### config.mk
export PLATFORM = sky130hd
export DESIGN_NAME = sc_dmem_arbiter_flat
export DESIGN_NICKNAME = d
export VERILOG_FILES = /design/src/rtl/sc_dmem_arbiter_pkg.sv /design/src/rtl/sc_dmem_arbiter_if.sv /design/src/rtl/sc_dmem_arbiter_rr_pick2.sv /design/src/rtl/sc_dmem_arbiter.sv /design/src/flat_wrapper.sv
export SDC_FILE = /design/constraint.sdc
export NUM_CORES = 1
export LEC_CHECK = 0
export CAP_MARGIN = 30
export CELL_PAD_IN_SITES_DETAIL_PLACEMENT = 0
export CELL_PAD_IN_SITES_GLOBAL_PLACEMENT = 1
export CORE_MARGIN = 4
export CORE_UTILIZATION = 28
export DETAILED_ROUTE_END_ITERATION = 6
export PLACE_DENSITY_LB_ADDON = 0.1
export RECOVER_POWER = 100
export SLEW_MARGIN = 20
export SYNTH_ARGS = -nofsm -noshare
export SYNTH_HDL_FRONTEND = slang
export SYNTH_SLANG_ARGS = --single-unit
### constraint.sdc
create_clock -name clock -period 3.3 [get_ports clock]
set_clock_uncertainty 0.05 [all_clocks]
set_input_delay 0.33 -clock clock [delete_from_list [all_inputs] [get_ports clock]]
set_output_delay 0.33 -clock clock [all_outputs]
set_load 0.02 [all_outputs]
### src/rtl/sc_dmem_arbiter_pkg.sv
// Shared definitions for the data-memory arbiter: FSM state encoding,
// requester port indices and the read-latency counter helper.
package sc_arb_pkg;

    typedef enum logic [1:0] {
        IDLE  = 2'd0,
        ISSUE = 2'd1,
        WAIT  = 2'd2,
        ACK   = 2'd3
    } arb_state_e;

    // Requester indices; a grant is one bit wide.
    localparam logic P_CPU = 1'b0;
    localparam logic P_AUX = 1'b1;

    localparam int RD_LAT_MAX = 7;

    // Value loaded into the WAIT counter when a read leaves ISSUE.
    function automatic logic [2:0] wait_load(input int rd_lat);
        return 3'(rd_lat - 1);
    endfunction

endpackage

### src/rtl/sc_dmem_arbiter_if.sv
// Bus bundle between the two requesters, the arbiter and the data memory.
// slave: arbiter view; master: view of whatever drives requests and memory.
interface sc_dmem_arbiter_if #(
    parameter int AW = 32,
    parameter int DW = 32
);
    logic          req0;
    logic          we0;
    logic [AW-1:0] addr0;
    logic [DW-1:0] wdata0;
    logic          ack0;
    logic          req1;
    logic          we1;
    logic [AW-1:0] addr1;
    logic [DW-1:0] wdata1;
    logic          ack1;
    logic [DW-1:0] rdata;
    logic [AW-1:0] mem_addr;
    logic [DW-1:0] mem_wdata;
    logic          mem_we;
    logic [DW-1:0] mem_rdata;
    logic          busy;

    modport slave (
        input  req0, we0, addr0, wdata0,
        input  req1, we1, addr1, wdata1,
        input  mem_rdata,
        output ack0, ack1, rdata,
        output mem_addr, mem_wdata, mem_we, busy
    );

    modport master (
        output req0, we0, addr0, wdata0,
        output req1, we1, addr1, wdata1,
        output mem_rdata,
        input  ack0, ack1, rdata,
        input  mem_addr, mem_wdata, mem_we, busy
    );
endinterface

### src/rtl/sc_dmem_arbiter_rr_pick2.sv
// Two-input selector. Default: round-robin, the port that did not win last
// time takes a tie. With SC_DMEM_ARB_CPU_PRIORITY_EN defined the CPU port
// always takes a tie and last_grant is ignored.
module sc_rr_pick2
    import sc_arb_pkg::*;
(
    input  logic req0,
    input  logic req1,
    input  logic last_grant,
    output logic grant,
    output logic valid
);

    // Combinational winner selection.
    always_comb begin
        valid = req0 | req1;
        grant = P_CPU;
        if (req0 && req1) begin
`ifdef SC_DMEM_ARB_CPU_PRIORITY_EN
            grant = P_CPU;
`else
            grant = ~last_grant;
`endif
        end else if (req1) begin
            grant = P_AUX;
        end
    end

endmodule

### src/rtl/sc_dmem_arbiter.sv
// Arbiter/sequencer for the single-port data memory. Serialises CPU (port 0)
// and auxiliary (port 1) accesses through IDLE -> ISSUE -> [WAIT] -> ACK.
// Optional macro SC_DMEM_ARB_CPU_PRIORITY_EN selects fixed CPU priority
// instead of round-robin (handled in sc_rr_pick2).
module sc_dmem_arbiter
    import sc_arb_pkg::*;
#(
    parameter int AW     = 32,
    parameter int DW     = 32,
    parameter int RD_LAT = 1
)(
    input  logic              clock,
    input  logic              resetn,
    sc_dmem_arbiter_if.slave  bus
);

    arb_state_e    state;
    logic          last_grant;
    logic          gnt_q;
    logic          we_q;
    logic [2:0]    cnt;

    logic          ack0_q, ack1_q, mem_we_q, busy_q;
    logic [AW-1:0] mem_addr_q;
    logic [DW-1:0] mem_wdata_q, rdata_q;

    logic          pick_gnt, pick_vld;

    sc_rr_pick2 u_pick (
        .req0       (bus.req0),
        .req1       (bus.req1),
        .last_grant (last_grant),
        .grant      (pick_gnt),
        .valid      (pick_vld)
    );

    // Sequencer: all outputs are registered. The memory-side address and
    // write-data registers double as the latch for the selected request,
    // so they hold steady through WAIT and ACK.
    // A read spends RD_LAT-1 cycles in WAIT: the counter is loaded with
    // RD_LAT-1 and WAIT is left on the cycle it decrements to zero, so the
    // ACK edge is exactly RD_LAT edges after entering ISSUE.
    always_ff @(posedge clock) begin
        if (!resetn) begin
            state       <= IDLE;
            last_grant  <= P_AUX;
            gnt_q       <= P_CPU;
            we_q        <= 1'b0;
            cnt         <= '0;
            ack0_q      <= 1'b0;
            ack1_q      <= 1'b0;
            mem_we_q    <= 1'b0;
            mem_addr_q  <= '0;
            mem_wdata_q <= '0;
            rdata_q     <= '0;
            busy_q      <= 1'b0;
        end else begin
            ack0_q   <= 1'b0;
            ack1_q   <= 1'b0;
            mem_we_q <= 1'b0;
            case (state)
                IDLE: begin
                    if (pick_vld) begin
                        gnt_q       <= pick_gnt;
                        last_grant  <= pick_gnt;
                        we_q        <= pick_gnt ? bus.we1    : bus.we0;
                        mem_we_q    <= pick_gnt ? bus.we1    : bus.we0;
                        mem_addr_q  <= pick_gnt ? bus.addr1  : bus.addr0;
                        mem_wdata_q <= pick_gnt ? bus.wdata1 : bus.wdata0;
                        busy_q      <= 1'b1;
                        state       <= ISSUE;
                    end
                end
                ISSUE: begin
                    if (we_q || RD_LAT == 1) begin
                        ack0_q <= (gnt_q == P_CPU);
                        ack1_q <= (gnt_q == P_AUX);
                        if (!we_q)
                            rdata_q <= bus.mem_rdata;
                        state <= ACK;
                    end else begin
                        cnt   <= wait_load(RD_LAT);
                        state <= WAIT;
                    end
                end
                WAIT: begin
                    cnt <= cnt - 3'd1;
                    if (cnt == 3'd1) begin
                        ack0_q  <= (gnt_q == P_CPU);
                        ack1_q  <= (gnt_q == P_AUX);
                        rdata_q <= bus.mem_rdata;
                        state   <= ACK;
                    end
                end
                ACK: begin
                    busy_q <= 1'b0;
                    state  <= IDLE;
                end
                default: state <= IDLE;
            endcase
        end
    end

    assign bus.ack0      = ack0_q;
    assign bus.ack1      = ack1_q;
    assign bus.rdata     = rdata_q;
    assign bus.mem_addr  = mem_addr_q;
    assign bus.mem_wdata = mem_wdata_q;
    assign bus.mem_we    = mem_we_q;
    assign bus.busy      = busy_q;

endmodule
### src/flat_wrapper.sv
// flat-port wrapper written by rule: the top's interface ports become plain ports
module sc_dmem_arbiter_flat import sc_arb_pkg::*;
#(
    parameter int AW     = 32,
    parameter int DW     = 32,
    parameter int RD_LAT = 1
)
  (clock, resetn, bus_req0, bus_we0, bus_addr0, bus_wdata0, bus_req1, bus_we1, bus_addr1, bus_wdata1, bus_mem_rdata, bus_ack0, bus_ack1, bus_rdata, bus_mem_addr, bus_mem_wdata, bus_mem_we, bus_busy);
  sc_dmem_arbiter_if #(.AW(AW), .DW(DW)) bus_i ();
  input  logic clock;
  input  logic resetn;
  input wire logic [$bits(bus_i.req0)-1:0] bus_req0;
  input wire logic [$bits(bus_i.we0)-1:0] bus_we0;
  input wire logic [$bits(bus_i.addr0)-1:0] bus_addr0;
  input wire logic [$bits(bus_i.wdata0)-1:0] bus_wdata0;
  input wire logic [$bits(bus_i.req1)-1:0] bus_req1;
  input wire logic [$bits(bus_i.we1)-1:0] bus_we1;
  input wire logic [$bits(bus_i.addr1)-1:0] bus_addr1;
  input wire logic [$bits(bus_i.wdata1)-1:0] bus_wdata1;
  input wire logic [$bits(bus_i.mem_rdata)-1:0] bus_mem_rdata;
  output wire logic [$bits(bus_i.ack0)-1:0] bus_ack0;
  output wire logic [$bits(bus_i.ack1)-1:0] bus_ack1;
  output wire logic [$bits(bus_i.rdata)-1:0] bus_rdata;
  output wire logic [$bits(bus_i.mem_addr)-1:0] bus_mem_addr;
  output wire logic [$bits(bus_i.mem_wdata)-1:0] bus_mem_wdata;
  output wire logic [$bits(bus_i.mem_we)-1:0] bus_mem_we;
  output wire logic [$bits(bus_i.busy)-1:0] bus_busy;
  assign bus_i.req0 = bus_req0;
  assign bus_i.we0 = bus_we0;
  assign bus_i.addr0 = bus_addr0;
  assign bus_i.wdata0 = bus_wdata0;
  assign bus_i.req1 = bus_req1;
  assign bus_i.we1 = bus_we1;
  assign bus_i.addr1 = bus_addr1;
  assign bus_i.wdata1 = bus_wdata1;
  assign bus_i.mem_rdata = bus_mem_rdata;
  assign bus_ack0 = bus_i.ack0;
  assign bus_ack1 = bus_i.ack1;
  assign bus_rdata = bus_i.rdata;
  assign bus_mem_addr = bus_i.mem_addr;
  assign bus_mem_wdata = bus_i.mem_wdata;
  assign bus_mem_we = bus_i.mem_we;
  assign bus_busy = bus_i.busy;
  sc_dmem_arbiter #(.AW(AW), .DW(DW), .RD_LAT(RD_LAT)) u_core (.clock(clock), .resetn(resetn), .bus(bus_i));
endmodule
# --- Yosys cells after proc, flatten, opt, wreduce, memory -nomap -nowiden ---
# Index checks and enable logic that the tools add are counted.
totals:
  register_bits: 108
  in_bits: 166
op_classes:
  addsub: 1
  n_eq_ne: 7
  reduce_logical: 9
  bitwise_logic: 3
  muxes: 17
ops:
  columns: ["cell", "count"]
  rows:
  - ["32-bit 2-to-1 mux", 4]
  - ["32-bit one-hot mux with 2 select lines", 1]
  - ["2-bit one-hot mux with 4 select lines", 1]
  - ["1-bit 2-to-1 mux", 6]
  - ["1-bit one-hot mux with 2 select lines", 3]
  - ["2-bit AND reduction", 3]
  - ["3-bit AND reduction", 2]
  - ["2-bit equality test, second input constant", 2]
  - ["2-bit 2-to-1 mux", 2]
  - ["2-bit by 1-bit != test with 1-bit output, second input constant", 2]
  - ["2-bit nonzero test", 2]
  - ["3-bit by 1-bit equality test with 1-bit output, second input constant", 1]
  - ["3-bit by 1-bit subtractor with 3-bit output, second input constant", 1]
  - ["2-bit by 1-bit equality test with 1-bit output, second input constant", 1]
  - ["2-bit logical NOT", 1]
  - ["2-bit != test, second input constant", 1]
  - ["1-bit inverter", 2]
  - ["1-bit logical AND", 1]
  - ["1-bit bitwise OR", 1]

# --- Longest topological paths before layout ---
logic_depth:
  depth_word: 3
  ltp_mapped: 7

# --- Cells and area by module ---
# From an unflattened synthesis, not the netlist that was laid out.
hier_totals:
  cells_unflattened: 492
  area_unflattened_um2: 4844.6
by_module_without_submodules:
  columns: ["mod", "instances", "cells_each", "seq_area_each_um2", "area_per_inst_um2"]
  rows:
  - ["sc_dmem_arbiter", 1, 490, 2162.1, 4830.9]
  - ["sc_rr_pick2", 1, 2, 0.0, 13.8]

# --- Worst setup path after synthesis ---
# Ideal clock, no wire load.
synth_path:
  path_type: "reg-to-reg"
  startpoint: "reg u_core.state[1]"
  endpoint: "reg u_core.rdata_q[0] (netlist: u_core.bus.rdata[0])"
  t_required_ps: 3178
  setup_time_ps: 72
  synth_period_minus_slack_ps: 1654
  path_slack_ps: 1646
  t_arrival_ps: 1532
  path_stages_with_launch: 7
  cell_sequence: "dfxtp_1 > inv_1 > ha_1 > and2_4 > a211oi_4 > buf_8 > mux2i_1"
synth_between:
  elab_chain_len: 3
synth_lines:
  columns: ["item", "line", "source"]
  rows:
  - ["start: declaration", "sc_dmem_arbiter.sv:17", "arb_state_e state;"]
  - ["start signal: assignment", "sc_dmem_arbiter.sv:45", "state <= IDLE;"]
  - ["start signal: assignment", "sc_dmem_arbiter.sv:71", "state <= ISSUE;"]
  - ["start signal: assignment", "sc_dmem_arbiter.sv:80", "state <= ACK;"]
  - ["2-bit by 1-bit equality test with 1-bit output or 2-bit equality test (tied branches)", "sc_dmem_arbiter.sv:61", "case (state)"]
  - ["2-bit != test (no line), or another cell as far along", null, null]
  - ["3-bit AND reduction (no line)", null, null]
  - ["end signal: assignment", "sc_dmem_arbiter.sv:79", "rdata_q <= bus.mem_rdata;"]
  - ["end signal: assignment", "sc_dmem_arbiter.sv:91", "rdata_q <= bus.mem_rdata;"]
  - ["end: declaration", "sc_dmem_arbiter.sv:25", "logic [DW-1:0] mem_wdata_q, rdata_q;"]
# Parallel ways exist; a longest one is shown, timed or not.
# A chain may end at the register's enable or synchronous reset.

# --- Worst setup path after layout ---
layout_path:
  startpoint: "in bus_req1"
  endpoint: "reg u_core.mem_addr_q[25] (netlist: u_core.bus.mem_addr[25])"
layout_between:
  elab_chain_len: 3
layout_lines:
  columns: ["item", "line", "source"]
  rows:
  - ["start: declaration", "flat_wrapper.sv:16", "input wire logic [$bits(bus_i.req1)-1:0] bus_req1;"]
  - ["1-bit 2-to-1 mux or 1-bit logical AND (tied branches)", "sc_dmem_arbiter_rr_pick2.sv:24, sc_dmem_arbiter_rr_pick2.sv:18", null]
  - ["1-bit 2-to-1 mux", "sc_dmem_arbiter_rr_pick2.sv:18", "if (req0 && req1) begin"]
  - ["32-bit 2-to-1 mux", "sc_dmem_arbiter.sv:68", "mem_addr_q <= pick_gnt ? bus.addr1 : bus.addr0;"]
  - ["end signal: assignment", "sc_dmem_arbiter.sv:68", null]
  - ["end: declaration", "sc_dmem_arbiter.sv:24", "logic [AW-1:0] mem_addr_q;"]
# Parallel ways exist; a longest one is shown, timed or not.

==> metrics.csv <==
stage,metric,value,unit
final_layout,finished_layout_cells,1019,
timing,minimum_period_implied_by_the_final_worst_setup_slack,2490,ps
placement,numPlacedInstances,1003,
worst_setup_path,worst-r2r-setup-slack,860,ps
logic_synthesis,netlist_instances,560,
worst_setup_path,rr_startpoint,u_core.state[0]$_SDFFE_PN0P_,
logic_synthesis,synth_async_sr_flop_share,0,%
logic_synthesis,ffs_latches_synth,108,
clock_tree,ctsResizeCount,0,
timing,hold_viol_final,0,
worst_setup_path,setup.worst_path.class,primary input to flop,
global_routing,pin_count_of_the_biggest_net_entering_global_routing,69,
timing,total_neg_setup_slack,0,ps
pwr,p_leak,3.27,nW
worst_setup_path,regToRegEndpoint,u_core.bus.rdata[2]$_SDFFE_PN0P_,
pwr,power-per-cell-area,758,nW/um^2
timing,max-slew-margin-rel,3.29,%
logic_synthesis,share_of_synthesized_area_occupied_by_flip_flops_and_latches,47.2,%
flow_run,max_cap_violations,0,
die,initial_utilization,28.7,%
worst_setup_path,r2r.worst_path.cells,6,
global_routing,antenna_violations_before_repair,0,
die,floorplan.die.height,136,um
route,drt_drc_violations_left,0,
global_routing,vias_in_the_first_global_route,4733,
die,die-area,18500,sq um
route,drt-vias-per-instance,4.66,
clock_tree,clock_tree.root_cell,clkbuf_16,
clock_tree,ctsHtreeMaxLevel,3,
route,first_pass_iters,5,
logic_synthesis,post_synth.cell_area_avg,8.18,sq um
final_layout,fin_nets,971,
placement,finalWeightedCongestion,0.755,
timing,final_setup_violation_count,0,
logic_synthesis,postSynthNetCount,733,
logic_synthesis,top_reg_cell_synth,dfxtp_1,
logic_synthesis,synth_cell_type_count,34,
final_layout,layout-area-overhead-vs-synth,67.0,%
worst_setup_path,path_max_fanout,65,
route,dr.first_iter.drc_count,164,
worst_hold_path,hp-start,u_core.gnt_q$_SDFFE_PN0P_,
timing,worst_pin_slew,1450,ps
clock_tree,worst_setup_hold_path_clk_slew,70,ps
clock_tree,clkLatencyLatePin,360,ps
final_layout,antenna_cells_inserted,0,
worst_setup_path,critical_path.endpoint_type,flop,
route,antenna_left,0,
global_routing,grt_use_total,17.4,%
logic_synthesis,netlist_area,4580,sq um
placement,hpwl_dp,11700,um
worst_hold_path,cell_count_of_the_worst_hold_path,2,
clock_tree,cts-hold-fix-buffers,0,
clock_tree,clock_sinks,108,
clock_tree,post_cts.repair.setup_buffers,0,
placement,port_buffers,265,
route,detailroute.via_count,4745,
worst_hold_path,endpoint_with_the_worst_hold_slack,u_core.bus.ack1$_SDFF_PN0_,
worst_hold_path,hold_path.class,flop to flop,
pwr,ir_drop,0.332,mV
clock_tree,cts_tree,done,
timing,final_max_slew_viol_count,0,
global_routing,grt_pass1_wl,25200,um
clock_tree,cts_made_buffers,9,
timing,setup_repair_after_global_routing_missed_its_margin,false,
timing,clock.fmax,401,MHz
die,placementRows,46,
final_layout,final_core_util,48.0,%
worst_setup_path,cp_data_required_time,3540,ps
route,wire_per_inst,16.1,um
timing,final_cycle_share,75.5,%
worst_setup_path,critical_path_arrival,2730,ps
logic_synthesis,synth_edf_count,0,
logic_synthesis,ys_warn_count,0,
clock_tree,ctsLongestPathBuffers,2,
worst_setup_path,critical_path.startpoint_type,primary input,
die,die_width,136,um
status,status,"finished, final reports clean",
die,core,15900,sq um
die,io_pins,266,
pwr,p_total,5.80,mW
global_routing,grt.overflow.total,0,
route,routed_wl,16400,um
final_layout,drive_gt1_share,3.99,%
-- stage by stage --
step	cell area [sq um]	setup slack [ps]	hold WS (ps)
2_1_floorplan	4580	1650	364
3_3_place_gp	7350	1070	377
3_5_place_dp	7350	1040	390
4_1_cts	7680	1250	400
5_1_grt	7650	564	422
6_report	7650	808	401
-- where the power goes --
group,internal (mW),switching [mW]
logic,1.18,1.51
registers,1.73,0.200
clock network,0.669,0.521
-- flip-flops by register name, summed over array words and instances, names as in the netlist --
name	count
u_core.bus.mem_wdata	32
u_core.bus.ack0	1
u_core.bus.mem_addr	32
u_core.bus.busy	1
u_core.gnt_q	1
u_core.cnt	3
u_core.bus.ack1	1
u_core.state	2
u_core.last_grant	1
u_core.bus.mem_we	1
u_core.bus.rdata	32
u_core.we_q	1
-- per-layer routing --
layer,vias to the layer above,wire length (um),global-route usage [%],share of wire [%]
li1,2371,-,-,-
met1,2164,6330,18.9,39
met2,191,7950,29.8,48
met3,19,1800,8.96,11
met4,0,329,4.93,2.0
met5,-,0,0,0
-- how the worst max path moves through the flow --
| stage | to | slack [ps] | startpoint |
|---|---|---|---|
| final | u_core.bus.mem_addr[25]$_SDFFE_PN0P_ | 810 | bus_req1 |
| after global routing | u_core.bus.mem_wdata[13]$_SDFFE_PN0P_ | 560 | bus_req1 |
| after CTS | u_core.bus.rdata[2]$_SDFFE_PN0P_ | 1250 | u_core.state[0]$_SDFFE_PN0P_ |
| after detailed placement | u_core.bus.mem_addr[20]$_SDFFE_PN0P_ | 1040 | bus_req0 |
| after global placement | u_core.bus.mem_wdata[7]$_SDFFE_PN0P_ | 1070 | bus_req1 |
| after floorplan | u_core.bus.rdata[0]$_SDFFE_PN0P_ | 1650 | u_core.state[1]$_SDFFE_PN0P_ |
-- cell type report --
cell class / instances / area, sq um
Inverter: 5 / 18.8
Clock buffer: 9 / 225
Fill cell: 1554 / 8290
Timing Repair Buffer: 274 / 2740
Multi-Input combinational cell: 400 / 2140
Tap cell: 216 / 270
Clock inverter: 7 / 100
Sequential cell: 108 / 2160
-- logic make-up (layout without fill, tap and decap cells) --
group / Yosys count / after routing / synth area share (%)
compound gates: 207 / 207 / 23.5
xor+xnor: 2 / 2 / 0.382
fa+ha+maj: 7 / 7 / 1.91
buf+inv: 52 / 295 / 6.20
flops: 108 / 108 / 47.2
mux: 35 / 35 / 7.64
simple gates: 149 / 149 / 13.2
-- worst max-delay path: stages --
cell	delay, ps
dlygate4sd3_1	680
a21boi_0	210
clkbuf_2	1070
a21oi_1	190
a21oi_1	190
-- cell usage in the layout (no fill, tap or decap), drive strengths merged --
master / count
clkdlybuf4s50: 163
nand2: 135
a21oi: 130
dfxtp: 108
dlygate4sd3: 101
o21ai: 68
mux2i: 35
clkbuf: 11
buf: 8
ha: 7
inv: 6
nor2: 5
clkinvlp: 3
and2: 3
a21boi: 2
a22oi: 2
bufinv: 2
nand2b: 2
a21bo: 1
o21a: 1
a211oi: 1
o211a: 1
xor2: 1
nand3b: 1
and3b: 1
o21bai: 1
xnor2: 1
and3: 1
nor2b: 1
clkinv: 1
-- synth_stat cells (2+ instances only) --
cell type  instances  area [sq um]
clkbuf_1          18          67.6
o21ai_0           64           320
and2_1             2          12.5
buf_8              3          45.0
mux2i_1           35           350
a21oi_1          130           651
buf_1              2          7.51
buf_6              2          22.5
dfxtp_1          108          2160
ha_1               7          87.6
a22oi_1            2          15.0
inv_1              5          18.8
nor2_1             4          15.0
buf_2             17          85.1
o21ai_1            4          20.0
nand2_1          135           507
buf_4              5          37.5
No activity file was read; power rests on OpenSTA's default activity.
